==> config.mk <==
export PLATFORM = sky130hd
export DESIGN_NAME = csa_resolve_seq
export DESIGN_NICKNAME = d
export VERILOG_FILES = /design/src/rtl/csa_resolve_seq.sv
export SDC_FILE = /design/constraint.sdc
export NUM_CORES = 1
export LEC_CHECK = 0
export ABC_AREA = 1
export CAP_MARGIN = 20
export CORE_UTILIZATION = 54
export DETAILED_ROUTE_END_ITERATION = 7
export MAX_ROUTING_LAYER = met4
export PLACE_DENSITY = 0.84
export SYNTH_ARGS = -nofsm -noshare
export SYNTH_HDL_FRONTEND = slang
export SYNTH_SLANG_ARGS = --single-unit
==> constraint.sdc <==
create_clock -name clk -period 4 [get_ports clk]
set_input_delay 0.6 -clock clk [delete_from_list [all_inputs] [get_ports clk]]
set_output_delay 0.6 -clock clk [all_outputs]
set_load 0.05 [all_outputs]
==> src/rtl/csa_resolve_seq.sv <==
// Resolves a CSA sum/carry pair into a plain binary value, CHUNK bits per clock,
// with valid/ready handshakes on both sides and one operation in flight at a time.
module csa_resolve_seq #(
   parameter int WIDTH = 16,
   parameter int CHUNK = 4
) (
   input  logic               clk,
   input  logic               rst_n,
   input  logic               clear,
   input  logic               in_valid,
   output logic               in_ready,
   input  logic [WIDTH-1:0]   in_sum,
   input  logic [WIDTH-1:0]   in_carry,
   output logic               out_valid,
   input  logic               out_ready,
   output logic [WIDTH+1:0]   out_data,
   output logic               busy
);

   localparam int RW     = WIDTH + 2;
   localparam int NCHUNK = (RW + CHUNK - 1) / CHUNK;
   localparam int EXT    = NCHUNK * CHUNK;
   localparam int IDXW   = (NCHUNK > 1) ? $clog2(NCHUNK) : 1;

   localparam logic [IDXW-1:0] LAST_IDX = IDXW'(NCHUNK - 1);

   localparam logic [1:0] S_IDLE = 2'd0;
   localparam logic [1:0] S_BUSY = 2'd1;
   localparam logic [1:0] S_DONE = 2'd2;

   logic [1:0]      state;
   logic [EXT-1:0]  op_a;
   logic [EXT-1:0]  op_b;
   logic [RW-1:0]   result;
   logic [IDXW-1:0] idx;
   logic            cbit;
   logic [CHUNK:0]  chunk_sum;

   // Operands shift right every BUSY cycle, so the adder always sees the low chunk.
   assign chunk_sum = {1'b0, op_a[CHUNK-1:0]}
                    + {1'b0, op_b[CHUNK-1:0]}
                    + {{CHUNK{1'b0}}, cbit};

   always_ff @(posedge clk or negedge rst_n) begin
      if (!rst_n) begin
         state  <= S_IDLE;
         op_a   <= '0;
         op_b   <= '0;
         result <= '0;
         idx    <= '0;
         cbit   <= 1'b0;
      end else if (clear) begin
         state <= S_IDLE;
         idx   <= '0;
         cbit  <= 1'b0;
      end else begin
         case (state)
            S_IDLE: begin
               if (in_valid) begin
                  op_a  <= EXT'(in_sum);
                  op_b  <= EXT'({in_carry, 1'b0});
                  cbit  <= 1'b0;
                  idx   <= '0;
                  state <= S_BUSY;
               end
            end
            S_BUSY: begin
               // Result bits past RW would always be zero, so they are simply not stored.
               for (int b = 0; b < RW; b++) begin
                  if (idx == IDXW'(b / CHUNK))
                     result[b] <= chunk_sum[b % CHUNK];
               end
               cbit <= chunk_sum[CHUNK];
               op_a <= op_a >> CHUNK;
               op_b <= op_b >> CHUNK;
               if (idx == LAST_IDX) begin
                  idx   <= '0;
                  state <= S_DONE;
               end else begin
                  idx <= idx + 1'b1;
               end
            end
            S_DONE: begin
               if (out_ready)
                  state <= S_IDLE;
            end
            default: state <= S_IDLE;
         endcase
      end
   end

   assign in_ready  = (state == S_IDLE);
   assign out_valid = (state == S_DONE);
   assign busy      = (state != S_IDLE);
   assign out_data  = result;

endmodule

==> run summary, run 1 <==
Status - complete, no violations
# rows - 25
CP Class - reg2out
Multi-input logic area - 1060 sq um
Post-DP Area - 3300 sq um
Leak pwr - 1.64 nW
Post-synthesis mux area share - 0%
Critical Path RT - 3400 ps
Total Negative Setup Slacks - 0 ps
Skew final - 7.78 ps
CP startpoint kind - register
Antenna diode count - 0
Met1 GRT Util - 30.3%
CP startpoint - state[0]
Synth unique cells - 21
WP data arrival - 1820 ps
Synth Area in Adders - 5.18%
Final HPWL DP - 3.49 mm
Worst-case reg-to-reg path depth - 5
Maximum vdd drop - 276 uV
Global-route wire length before repair - 9.36 mm
Post-CTS sizing - 0
Worst skew pair latency - 340 ps
Total grt overflow - 0
Via density - 5.04
Cells after synthesis - 319
P per Cell Area - 608 nW/um^2
Number of buffers created by CTS - 9
Final Core Density - 73.9%
RR Startpoint - op_a[0]
Clock root cell - clkbuf_8
Fill cells - 375
Met2 usage - 37.6%
Top-Level Pins - 58
Tcrit/Tclk final - 60.4%
Critical Path End Type - primary output
H-tree depth - 3
Max-slew violation count - 0
Post-synth net total - 366
Routed wire length per instance - 12.0 um
Ys Warns - 0
Iteration count of the initial detailed-routing pass - 4
Area growth syn-to-layout - 30.5%
Tmin final - 2420 ps
Fin Hold WS - 185 ps
GRT busiest layer - met2
Commonest cells after routing, fill and taps aside - 83 x nand2_1, 62 x o21ai_0, 57 x dfrtp_1
Met3 global-route usage - 7.18%
Max_cap viols - 0
Worst R2R Setup Slack - 2120 ps
DRT Wirelength - 5.36 mm
Final Hold Viols - 0
FF+latch area - 1430 sq um
Yosys reg bits - 57
Largest family of logic cells by synthesized area - simple AND/OR/NAND/NOR gates
Max Fanout on Critical Path - 4
R2r endpoint - out_data[10]
Commonest non-fill, non-tap cell in the layout - nand2_1
Largest net degree at the start of global routing - 63
Die area - 5300 sq um
GRT Overall Usage - 24.4%
Compound-Gate Fraction of Synth Area - 15.3%
IO buf count - 57
Slew @ Worst Pin - 495 ps
Final setup viols - 0
Number of global-route vias before repair - 2133
Vias - 2256
Sequential element share of the synthesized area - 52.7%
Core area - 4790 sq um
Final instance area - 3530 sq um
DRC viols - 0
Maximum clock frequency - 414 MHz
RSZ-0062 raised after global routing - no
Initial core utilization - 56.6%
Die Ht - 72.8 um
Chip Width - 72.8 um
ANT nets after route - 0
Slew Limit Headroom - 66.9%
Fraction of layout cells with a size suffix above 1 - 7.61%
Overall Power - 2.15 mW
Cell Area, Synth - 2710 sq um
Avg Cell Area, Syn - 8.49 sq um
DR iter-0 viols - 92
CTS Hold Buffers Added - 0
TritonCTS clock tree - yes
Clock tree buffer depth - 2
Reg clk slew, reported paths - 70 ps
Postcts setup bufs - 0
Nets - 424
Min-delay worst type - in2async
Xor-xnor portion of the synthesized cell area - 0.323%
CTS Sinks - 57
Placer Congestion - 0.820
Antenna violations before repair - 0
Post-synthesis simple-gate area fraction - 18.4%
[area by class of cell]
| cell class | count | share of cell area, % |
|---|---|---|
| Tap cell | 67 | 2.37 |
| Clock buffer | 12 | 4.39 |
| Multi-Input combinational cell | 208 | 30.1 |
| Sequential cell | 57 | 40.4 |
| Timing Repair Buffer | 60 | 17.3 |
| Clock inverter | 3 | 1.13 |
| Inverter | 41 | 4.35 |
[sequential cells by signal, summed over array words and instances (netlist names)]
| register | count |
|---|---|
| out_data | 18 |
| op_b | 17 |
| op_a | 16 |
| idx | 3 |
| state | 2 |
| cbit | 1 |
[routing by layer]
metal,vias up,routed length [um],part of all wire (%)
li1,1132,-,-
met1,1042,2390,45
met2,68,2620,49
met3,14,223,4.2
met4,0,121,2.3
met5,-,0,0
[through the flow]
stage,setup slack (ps),std cells
2_1_floorplan,1800,319
3_3_place_gp,1590,431
3_5_place_dp,1500,431
4_1_cts,1570,446
5_1_grt,1500,448
6_report,1580,448
[cell families after synthesis]
family                     after synthesis
adders and majority gates               10
and+or+nand+nor                        115
buffers and inverters                   54
xor gates and xnor gates                 1
DFF                                     57
AOI/OAI and AO/OA                       82
[cells in the mapped netlist (all sizes together)]
cell type,count,area (sq um)
nand2,84,318
o21ai,76,384
dfrtp,57,1430
inv,41,154
nand3,19,95.1
nor2,12,85.1
buf,10,52.6
ha,8,100
a21oi,5,25.0
clkbuf,3,12.5
fa,2,40.0
o22ai,1,6.26
xor2,1,8.76
[power breakdown]
group | leakage, nW | switching [mW] | total (mW) | internal, mW
clock | 0.102 | 0.217 | 0.533 | 0.316
combinational | 0.799 | 0.542 | 0.825 | 0.283
sequential | 0.737 | 0.0645 | 0.790 | 0.725
[worst max-delay path by stage]
| stage | endpoint | cells after the start | slack, ps |
|---|---|---|---|
| after floorplan | busy | 2 | 1800 |
| after global placement | op_a[12] | 4 | 1590 |
| after detailed placement | op_a[15] | 3 | 1500 |
| after CTS | in_ready | 2 | 1570 |
| after global routing | in_ready | 2 | 1500 |
| final | in_ready | 2 | 1580 |
[critical path, stage by stage, from the launching register on]
cell and delay (ps):
dfrtp_1 430, nor2_1 220, clkdlybuf4s50_1 840
Note: power is estimated with default switching activity, not from simulation.
==> run 2, diff against run 1 <==
--- a/config.mk
+++ b/config.mk
@@ -7,10 +7,10 @@
 export LEC_CHECK = 0
 export ABC_AREA = 1
 export CAP_MARGIN = 20
-export CORE_UTILIZATION = 54
+export CORE_UTILIZATION = 46
 export DETAILED_ROUTE_END_ITERATION = 7
 export MAX_ROUTING_LAYER = met4
-export PLACE_DENSITY = 0.84
+export PLACE_DENSITY = 0.76
 export SYNTH_ARGS = -nofsm -noshare
 export SYNTH_HDL_FRONTEND = slang
 export SYNTH_SLANG_ARGS = --single-unit
==> constraint.sdc (replaced) <==
create_clock -name clk -period 2.04 [get_ports clk]
set_input_delay 0.306 -clock clk [delete_from_list [all_inputs] [get_ports clk]]
set_output_delay 0.306 -clock clk [all_outputs]
set_load 0.05 [all_outputs]
==> run 2 against run 1 <==
  * Global-route usage fell by 3.5 points
  * Sequential share of layout area down 0.31 points
  * Non-clock buffer count up 2
  * Combinational power up 93%
  * Sequential cell count unchanged
  * Die area up 17%
  * Cell count grew 1.8%
  * Clock skew barely moved
  * Sequential power increased by 96%
  * Clock-buffer cell count is 2 higher
  * Cell area is 0.78% higher
  * Core utilization fell by 10 points
  * Largest cell class unchanged
  * Highest routed layer unchanged
==> run summary, run 2 (synthesized netlist as in run 1, its figures left out) <==
Maximum clock frequency - 547 MHz
Slew @ Worst Pin - 526 ps (+31.2 ps)
Number of buffers created by CTS - 9 (unchanged)
Initial core utilization - 48.6% (-8.0 points)
Fraction of layout cells with a size suffix above 1 - 8.59% (+0.98 points)
Max-slew violation count - 0 (unchanged)
Clock tree buffer depth - 2 (unchanged)
DRT Wirelength - 5.27 mm (-1.6%)
Area growth syn-to-layout - 31.6%
Final Hold Viols - 0 (unchanged)
IO buf count - 57 (unchanged)
Nets - 426 (+0.47%)
Antenna violations before repair - 0 (unchanged)
DR WL met3 - 241 um (+8.1%)
Core area - 5570 sq um (+16%)
WL met2 - 2.57 mm (-1.9%)
TritonCTS clock tree - yes
Dpl ws - 251 ps (-1250 ps)
Vias - 2216 (-1.8%)
Total grt overflow - 0 (unchanged)
Critical Path End Type - primary output
Leak pwr - 1.66 nW (+1.1%)
Uppermost layer routed - met4
Number of global-route vias before repair - 2158 (+1.2%)
H-tree depth - 3 (unchanged)
CP startpoint kind - register
Routed wire length per instance - 11.6 um (-3.4%)
P per Cell Area - 1160 nW/um^2 (+91%)
Placer Congestion - 0.821 (about the same)
Status - complete, no violations
Max_cap viols - 0 (unchanged)
CTS Sinks - 57 (unchanged)
Chip Width - 78.7 um (+8.1%)
DR iter-0 viols - 103 (+12%)
Reg clk slew, reported paths - 60 ps (about the same)
Tcrit/Tclk final - 89.7%
Skew final - 7.47 ps (-0.311 ps)
Via density - 4.86 (-3.5%)
Delay-heaviest family, CP - buffers and inverters
# rows - 27 (+8.0%)
Fin Hold WS - 478 ps (+293 ps)
Die area - 6200 sq um (+17%)
Total Negative Setup Slacks - 0 ps (unchanged)
Critical-path top delay cell - clkdlybuf4s50_1
Max FFs per register - 18 (unchanged)
Antenna diode count - 0 (unchanged)
Final setup margin - 211 ps (-1370 ps)
Iteration count of the initial detailed-routing pass - 4 (unchanged)
ANT nets after route - 0 (unchanged)
Commonest cells after routing, fill and taps aside - 83 x nand2_1, 62 x o21ai_0, 57 x dfrtp_1
Worst skew pair latency - 330 ps (about the same)
Postcts setup bufs - 0 (unchanged)
Top-Level Pins - 58 (unchanged)
CP Class - reg2out
Maximum vdd drop - 680 uV (+150%)
Clock root cell - clkbuf_8
Critical Path RT - 1730 ps (-1670 ps)
M1 WL - 2.37 mm (-0.96%)
Slew Limit Headroom - 64.8% (-2.1 points)
Buf/Inv on CP - 1 (unchanged)
WP data arrival - 1520 ps (-300 ps)
Final HPWL DP - 3.70 mm (+6.1%)
CP cell instances - clkdlybuf4s50_1
Global-route wire length before repair - 9.61 mm (+2.7%)
Fill cells - 495 (+32%)
Die Ht - 78.7 um (+8.1%)
Commonest non-fill, non-tap cell in the layout - nand2_1
Max Fanout on Critical Path - 2 (-2)
Tmin final - 1830 ps
DRC viols - 0 (unchanged)
RSZ-0062 raised after global routing - no
Largest stage delay, worst path - 830 ps (about the same)
Final setup viols - 0 (unchanged)
GRT Overall Usage - 20.9% (-3.5 points)
Largest net degree at the start of global routing - 62 (-1.6%)
Min-delay worst type - reg2reg
[run 2: changes by cell type in the layout (fill, tap and decap cells not counted), sizes merged]
| cell | delta |
|---|---|
| dlygate4sd2 | +1 |
| buf | +3 |
| clkdlybuf4s50 | -3 |
| dlygate4sd3 | +1 |
| clkbuf | +2 |
| bufinv | -1 |
[run 2: path summary, 6_finish.rpt]
check                                     to  cells past startpoint    startpoint  slack (ps)
worst max-delay path            out_data[13]                      1  out_data[13]         210
worst min-delay path             out_data[3]                      2   out_data[3]         480
worst max register to register   out_data[2]                      5       op_a[0]         250
worst min register to register   out_data[3]                      2   out_data[3]         480
max in group asynchronous            op_a[2]                      3         rst_n        1280
min in group asynchronous           state[1]                      3         rst_n         510
[run 2: power breakdown]
part           leakage, nW  switching, mW  internal (mW)
Combinational        0.817           1.04          0.554
Clock                0.102          0.415          0.570
Sequential           0.737          0.131           1.42
Total                 1.66           1.58           2.55
[run 2: metrics by stage]
step / total power, mW / area [sq um] / util (%) / std cells
after floorplan: 2.64 / 2710 / - / 319
after global placement: 3.13 / 3360 / 60.3 / 439
after detailed placement: 3.18 / 3360 / 60.3 / 439
after CTS: 4.18 / 3560 / 63.9 / 456
after global routing: 4.42 / 3560 / 63.9 / 456
final: 4.13 / 3560 / 63.9 / 456
[run 2: per-layer routing]
metal / track usage, % / vias up
li1: - / 1144
met1: 25.4 / 1003
met2: 33.0 / 57
met3: 5.40 / 12
met4: 8.89 / 0
met5: - / -
[run 2: timing repair]
action / CTS / global route
gates resized for setup: 1 / 0
endpoints found under the setup margin: 1 / 0
hold buffers: 1 / 0
endpoints found under the hold margin: 57 / 0
[run 2: layout make-up]
class / count / area [sq um] / area share [%]
Sequential cell: 57 / 1430 / 40.0
Multi-Input combinational cell: 208 / 1060 / 29.8
Timing Repair Buffer: 62 / 637 / 17.9
Clock buffer: 14 / 183 / 5.13
Inverter: 41 / 154 / 4.32
Tap cell: 72 / 90.1 / 2.53
Clock inverter: 2 / 10.0 / 0.281
